File: config.mk
export PLATFORM = sky130hd
export DESIGN_NAME = pipeline_regs
export DESIGN_NICKNAME = d
export VERILOG_FILES = /design/src/rtl/pipeline_regs_pkg.sv /design/src/rtl/pipeline_regs_stage.sv /design/src/rtl/pipeline_regs.sv
export SDC_FILE = /design/constraint.sdc
export NUM_CORES = 1
export LEC_CHECK = 0
export ABC_CLOCK_PERIOD_IN_PS = 3100
export CAP_MARGIN = 40
export CORE_ASPECT_RATIO = 1.2
export CORE_UTILIZATION = 40
export CTS_CLUSTER_DIAMETER = 120
export CTS_CLUSTER_SIZE = 24
export DETAILED_ROUTE_END_ITERATION = 7
export GPL_TIMING_DRIVEN = 0
export PLACE_DENSITY = 0.68
export SLEW_MARGIN = 20
export SYNTH_ARGS = -nofsm -noshare
export SYNTH_HDL_FRONTEND = slang
export SYNTH_SLANG_ARGS = --single-unit
File: constraint.sdc
create_clock -name i_clk -period 3.1 [get_ports i_clk]
set_clock_uncertainty 0.15 [all_clocks]
set_input_delay 0.62 -clock i_clk [delete_from_list [all_inputs] [get_ports i_clk]]
set_output_delay 0.62 -clock i_clk [all_outputs]
set_load 0.02 [all_outputs]
File: src/rtl/pipeline_regs_pkg.sv
// Shared definitions for the five-stage pipeline register slice.
// Holds the bubble instruction, RV32 opcode constants and the stage payload.
// Everything here is compile-time only; no logic, no latency, no flow control.
package pipeline_regs_pkg;

  // addi x0,x0,0 -- the canonical RV32I no-op used as the bubble instruction
  localparam logic [31:0] NOP_INSTR_VAL = 32'h0000_0013;

  localparam logic [6:0] OPC_LOAD   = 7'b0000011;
  localparam logic [6:0] OPC_BRANCH = 7'b1100011;

  // Payload carried between stages. Not every stage uses every field:
  // D carries pc/instr/valid, E carries everything, M/W drop opa_sel/pc_sel.
  typedef struct packed {
    logic [31:0] pc;
    logic [31:0] instr;
    logic        valid;
    logic        rd_wren;
    logic [1:0]  wb_sel;
    logic        opa_sel;
    logic        pc_sel;
  } stage_t;

  // Bubble: no-op instruction, zero PC, invalid, all controls deasserted.
  function automatic stage_t bubble_payload(input logic [31:0] nop);
    stage_t s;
    s       = '0;
    s.instr = nop;
    return s;
  endfunction

endpackage

File: src/rtl/pipeline_regs_stage.sv
// Purpose : one pipeline stage register with flush-over-stall priority.
// Latency : 1 cycle from i_d to o_q when neither held nor flushed.
// Backpr. : i_stall holds the current payload; i_flush (or reset) loads BUBBLE.
// Ports   : i_clk, i_reset (sync, active-high), i_stall, i_flush,
//           i_d (next payload), o_q (registered payload).
module pipe_stage_reg #(
  parameter type T      = logic [31:0],
  parameter T    BUBBLE = '0
) (
  input  logic i_clk,
  input  logic i_reset,
  input  logic i_stall,
  input  logic i_flush,
  input  T     i_d,
  output T     o_q
);

  T r_q;

  // Reset and flush both insert a bubble; flush wins over stall.
  always_ff @(posedge i_clk) begin
    if (i_reset || i_flush) begin
      r_q <= BUBBLE;
    end else if (!i_stall) begin
      r_q <= i_d;
    end
  end

  assign o_q = r_q;

endmodule

File: src/rtl/pipeline_regs.sv
// Purpose : F/D/E/M/W pipeline registers plus performance counters.
// Latency : 1 cycle per stage; an instruction at pc_F reaches W 4 edges later.
// Backpr. : per-stage Stall holds, per-stage Flush bubbles (flush wins); reset overrides both.
// Ports   : i_clk, i_reset; pc_next_F/instr_F from fetch; Stall*/Flush* from hazard unit;
//           *_D decoded controls in; per-stage pc/instr/valid/controls and counters out.
module pipeline_regs
  import pipeline_regs_pkg::*;
#(
  parameter logic [31:0] RESET_PC  = 32'h0000_0000,
  parameter logic [31:0] NOP_INSTR = NOP_INSTR_VAL
) (
  input  logic        i_clk,
  input  logic        i_reset,
  input  logic [31:0] pc_next_F,
  input  logic [31:0] instr_F,
  input  logic        StallF,
  input  logic        StallD,
  input  logic        StallE,
  input  logic        StallM,
  input  logic        StallW,
  input  logic        FlushD,
  input  logic        FlushE,
  input  logic        FlushM,
  input  logic        FlushW,
  input  logic        rd_wren_D,
  input  logic        opa_sel_D,
  input  logic        pc_sel_D,
  input  logic [1:0]  wb_sel_D,
  output logic [31:0] pc_F,
  output logic [31:0] pc_D,
  output logic [31:0] pc_E,
  output logic [31:0] pc_M,
  output logic [31:0] pc_W,
  output logic [31:0] instr_D,
  output logic [31:0] instr_E,
  output logic [31:0] instr_M,
  output logic [31:0] instr_W,
  output logic        rd_wren_E,
  output logic        rd_wren_M,
  output logic        rd_wren_W,
  output logic        opa_sel_E,
  output logic        pc_sel_E,
  output logic [1:0]  wb_sel_E,
  output logic [1:0]  wb_sel_M,
  output logic [1:0]  wb_sel_W,
  output logic        valid_D,
  output logic        valid_E,
  output logic        valid_M,
  output logic        valid_W,
  output logic [31:0] cycle_cnt,
  output logic [31:0] instret_cnt,
  output logic [31:0] stall_cnt,
  output logic [31:0] flush_cnt
);

  localparam stage_t BUBBLE = bubble_payload(NOP_INSTR);

  logic [31:0] r_pc_f;
  logic [31:0] r_cycle_cnt;
  logic [31:0] r_instret_cnt;
  logic [31:0] r_stall_cnt;
  logic [31:0] r_flush_cnt;

  stage_t w_d_in, w_e_in, w_m_in;
  stage_t w_d_q, w_e_q, w_m_q, w_w_q;

  // Fetch PC: no flush, only hold.
  always_ff @(posedge i_clk) begin
    if (i_reset) begin
      r_pc_f <= RESET_PC;
    end else if (!StallF) begin
      r_pc_f <= pc_next_F;
    end
  end

  // Stage inputs. Controls enter at E from the decoder; D carries none.
  always_comb begin
    w_d_in       = '0;
    w_d_in.pc    = r_pc_f;
    w_d_in.instr = instr_F;
    w_d_in.valid = 1'b1;

    w_e_in         = w_d_q;
    w_e_in.rd_wren = rd_wren_D;
    w_e_in.wb_sel  = wb_sel_D;
    w_e_in.opa_sel = opa_sel_D;
    w_e_in.pc_sel  = pc_sel_D;

    // opa_sel/pc_sel are consumed in E and not carried further
    w_m_in         = w_e_q;
    w_m_in.opa_sel = 1'b0;
    w_m_in.pc_sel  = 1'b0;
  end

  pipe_stage_reg #(.T(stage_t), .BUBBLE(BUBBLE)) u_stage_d (
    .i_clk(i_clk), .i_reset(i_reset), .i_stall(StallD), .i_flush(FlushD),
    .i_d(w_d_in), .o_q(w_d_q)
  );

  pipe_stage_reg #(.T(stage_t), .BUBBLE(BUBBLE)) u_stage_e (
    .i_clk(i_clk), .i_reset(i_reset), .i_stall(StallE), .i_flush(FlushE),
    .i_d(w_e_in), .o_q(w_e_q)
  );

  pipe_stage_reg #(.T(stage_t), .BUBBLE(BUBBLE)) u_stage_m (
    .i_clk(i_clk), .i_reset(i_reset), .i_stall(StallM), .i_flush(FlushM),
    .i_d(w_m_in), .o_q(w_m_q)
  );

  pipe_stage_reg #(.T(stage_t), .BUBBLE(BUBBLE)) u_stage_w (
    .i_clk(i_clk), .i_reset(i_reset), .i_stall(StallW), .i_flush(FlushW),
    .i_d(w_m_q), .o_q(w_w_q)
  );

  // Payload fields that are always zero in their stage and never leave the block.
  logic w_unused;
  assign w_unused = ^{w_d_q.rd_wren, w_d_q.wb_sel, w_d_q.opa_sel, w_d_q.pc_sel,
                      w_w_q.opa_sel, w_w_q.pc_sel};

  // Performance counters; 32-bit adds wrap naturally.
  always_ff @(posedge i_clk) begin
    if (i_reset) begin
      r_cycle_cnt   <= '0;
      r_instret_cnt <= '0;
      r_stall_cnt   <= '0;
      r_flush_cnt   <= '0;
    end else begin
      r_cycle_cnt <= r_cycle_cnt + 32'd1;
      // retire when W holds a real instruction that is leaving this cycle
      if (w_w_q.valid && !StallW) begin
        r_instret_cnt <= r_instret_cnt + 32'd1;
      end
      if (StallF || StallD) begin
        r_stall_cnt <= r_stall_cnt + 32'd1;
      end
      // one count per cycle regardless of how many stages flush
      if (FlushD || FlushE || FlushM || FlushW) begin
        r_flush_cnt <= r_flush_cnt + 32'd1;
      end
    end
  end

  assign pc_F        = r_pc_f;
  assign pc_D        = w_d_q.pc;
  assign pc_E        = w_e_q.pc;
  assign pc_M        = w_m_q.pc;
  assign pc_W        = w_w_q.pc;
  assign instr_D     = w_d_q.instr;
  assign instr_E     = w_e_q.instr;
  assign instr_M     = w_m_q.instr;
  assign instr_W     = w_w_q.instr;
  assign valid_D     = w_d_q.valid;
  assign valid_E     = w_e_q.valid;
  assign valid_M     = w_m_q.valid;
  assign valid_W     = w_w_q.valid;
  assign rd_wren_E   = w_e_q.rd_wren;
  assign rd_wren_M   = w_m_q.rd_wren;
  assign rd_wren_W   = w_w_q.rd_wren;
  assign wb_sel_E    = w_e_q.wb_sel;
  assign wb_sel_M    = w_m_q.wb_sel;
  assign wb_sel_W    = w_w_q.wb_sel;
  assign opa_sel_E   = w_e_q.opa_sel;
  assign pc_sel_E    = w_e_q.pc_sel;
  assign cycle_cnt   = r_cycle_cnt;
  assign instret_cnt = r_instret_cnt;
  assign stall_cnt   = r_stall_cnt;
  assign flush_cnt   = r_flush_cnt;

endmodule

==> impl_metrics.ini <==
[yosys]
synthesis.nets = 1710
async_reset_ff_share_pct = 0
yosys_warnings = 0
synthCells = 1626
synth-seq-cells = 431
postSynthAreaPerCell_um2 = 9.98
synth_cell_types = 41
seq_area_frac_synth_pct = 53.2
synth_top_flop_cell = dfxtp_1
synth_edf_count = 0
synth_area_leaders = dfxtp_1, mux2i_1, nor2_1
synth_top_area_share_pct = 53.2
synth_area_um2 = 16200
yosys.area.top_type = dfxtp_1

[timing]
hold_viol_final = 0
worst_pin_slew_ns = 0.846
drv_slew = 0
period_share_pct = 83.4
setup-violations-final = 0
relSlewSlack_pct = 43.6
period_needed_ns = 2.59
fmax_ghz = 0.387
rsz0062_at_grt = false
tns_ns = 0

[pwr]
seqPwrFrac_pct = 60.0
pwr-share-comb_pct = 8.4
swShare_pct = 23.8
ir_drop_mv = 0.422
p_clk_share_pct = 31.6
p_switching_uw = 2250
p_leak_uw = 0.00859
power.density_nw_per_um2 = 418
intPower_uw = 7190

[place]
gp_congestion = 0.894
hpwl_mm = 41.1
io_buffers = 505
dpl-instance-area_um2 = 22000

[global_route]
grt_max_degree = 25
antenna_found_initial = 2
grt_usage_pct = 24.7
grt_pass1_vias = 13042
grt_pass1_wl_mm = 78.2
globalRouteOverflowTotal = 0

[floorplanning]
dieWidth_um = 186
rows = 80
core_um2 = 39800
die_area_um2 = 41400
die_h_um = 223
io_pins = 511
start_util_pct = 40.7

[detailed_routing]
post-route-drc-count = 0
vias_per_cell = 4.97
firstDrtPassIters = 4
routed_wl_mm = 52.7
drt_iter0_markers = 498
routedWlPerCell_um = 19.5
ant_nets = 0
vias = 13396

[cts]
htree_num_levels = 1
path_clk_slew_ns = 0.10
clockRootBuffer = clkbuf_16
cts_hold_buf = 0
clk_path_buf_depth = 3
cts_tree = built
clkLatencyLatePin_ns = 0.56
cts_made_buffers = 21
post_cts_buffers = 0
clock-sinks = 431
cts-resized-gates = 0

[hold_path]
min_path_type = reg2reg

[worst_setup_path]
critPathMostFrequentCell = clkbuf_1
arrival_ns = 2.87
critPathLaunchType = input pin
critical_path_required_ns = 3.38
path_class = in2reg
crit_chain = clkdlybuf4s50_1 -> or2_2 -> clkbuf_1 -> clkbuf_1 -> clkbuf_1 -> nor2_1
cp_max_fo = 10
slowest_stage = clkdlybuf4s50_1
end_kind = register
crit_path_max_incr_delay_ns = 0.66

[finish]
area_growth_pct = 39.1
final_common_cell = clkdlybuf4s50_1
fill_cells = 3619
utilization_pct = 56.6
mostFrequentLayoutCells = clkdlybuf4s50_1, dfxtp_1, nor2_1, mux2i_1, xor2_1
design_area_um2 = 22600
drive_gt1_share_pct = 2.91
nets = 2246

[flow_run]
maxCapViolCount = 0

[status]
status = complete, no violations
registers in the layout, indices dropped and copies added (netlist names):
signal / flops
instret_cnt: 32
u_stage_m.o_q: 68
pc_F: 32
cycle_cnt: 32
stall_cnt: 32
u_stage_w.o_q: 68
u_stage_d.o_q: 65
flush_cnt: 32
u_stage_e.o_q: 70
power groups by stage:
stage | combinational, uW | sequential (uW) | clock (uW)
after floorplan | 345 | 5860 | 0
after global placement | 785 | 5790 | 0
after detailed placement | 795 | 5790 | 0
after CTS | 800 | 5670 | 3080
after global routing | 847 | 5680 | 3250
final | 794 | 5670 | 2980
synth_stat cells, types with 15 or more instances:
cell type,instances
dfxtp_1,431
nor2_1,420
mux2i_1,304
xor2_1,76
clkbuf_1,57
nand2_1,52
nand3_1,49
nand4_1,41
xnor2_1,35
nor4_1,19
and3_1,15
layer usage:
layer  share of wire, %  vias to the layer above  wire length (um)  track usage [%]
met5                  0                        -                 0                0
met4                3.9                        0              2040             9.55
met3                6.3                       88              3340             4.87
met2                 51                      357             26800             44.4
met1                 39                     6428             20500             28.5
li1                   -                     6523                 -                -
final cells by class:
cell class              count  area, um2  area share, %
diodes                      2       5.00         0.0222
plain buffers              86        369           1.64
clock buffers              22        529           2.35
clock inverters             1       8.76         0.0388
inverters                   7       26.3          0.116
multi-input cells        1102       7200           31.9
flip-flops and latches    431       8630           38.2
well taps                 533        667           2.96
repair buffers            513       5130           22.7
per-stage QoR:
stage               hold slack (ns)  worst slack, ns  power (uW)  instances
finish                        0.332            0.514        9440       2697
global route                  0.363            0.359        9780       2697
CTS                           0.340            0.494        9550       2689
detailed placement            0.316           -0.102        6590       2666
global placement              0.302          -0.0402        6580       2664
floorplan                     0.380            0.951        6200       1626
worst paths after layout:
check / start / end / slack [ns] / depth (start not counted)
worst min register to register: u_stage_d.o_q[5] / u_stage_d.o_q[5] / 0.33 / 2
worst max register to register: stall_cnt[4] / stall_cnt[31] / 0.81 / 5
worst max-delay path: FlushE / u_stage_e.o_q[8] / 0.51 / 6
worst min-delay path: u_stage_d.o_q[5] / u_stage_d.o_q[5] / 0.33 / 2
worst max-delay path, delay by kind of cell:
kind	cells	cell delay [ns]
buf+inv	4	1.95
simple gates	2	0.28
cells by family (layout without fill, tap and decap cells):
kind of cell    after synthesis  in the layout  share of synthesized area, %
compound gates               31             31                          1.20
buf+inv                      93            629                          2.44
xor+xnor                    111            111                          5.99
simple gates                652            652                          18.1
fa+ha+maj                     4              4                         0.309
mux                         304            304                          18.8
other cells                   0              2                             0
flops                       431            431                          53.2
No activity file was read; power rests on OpenSTA's default activity.
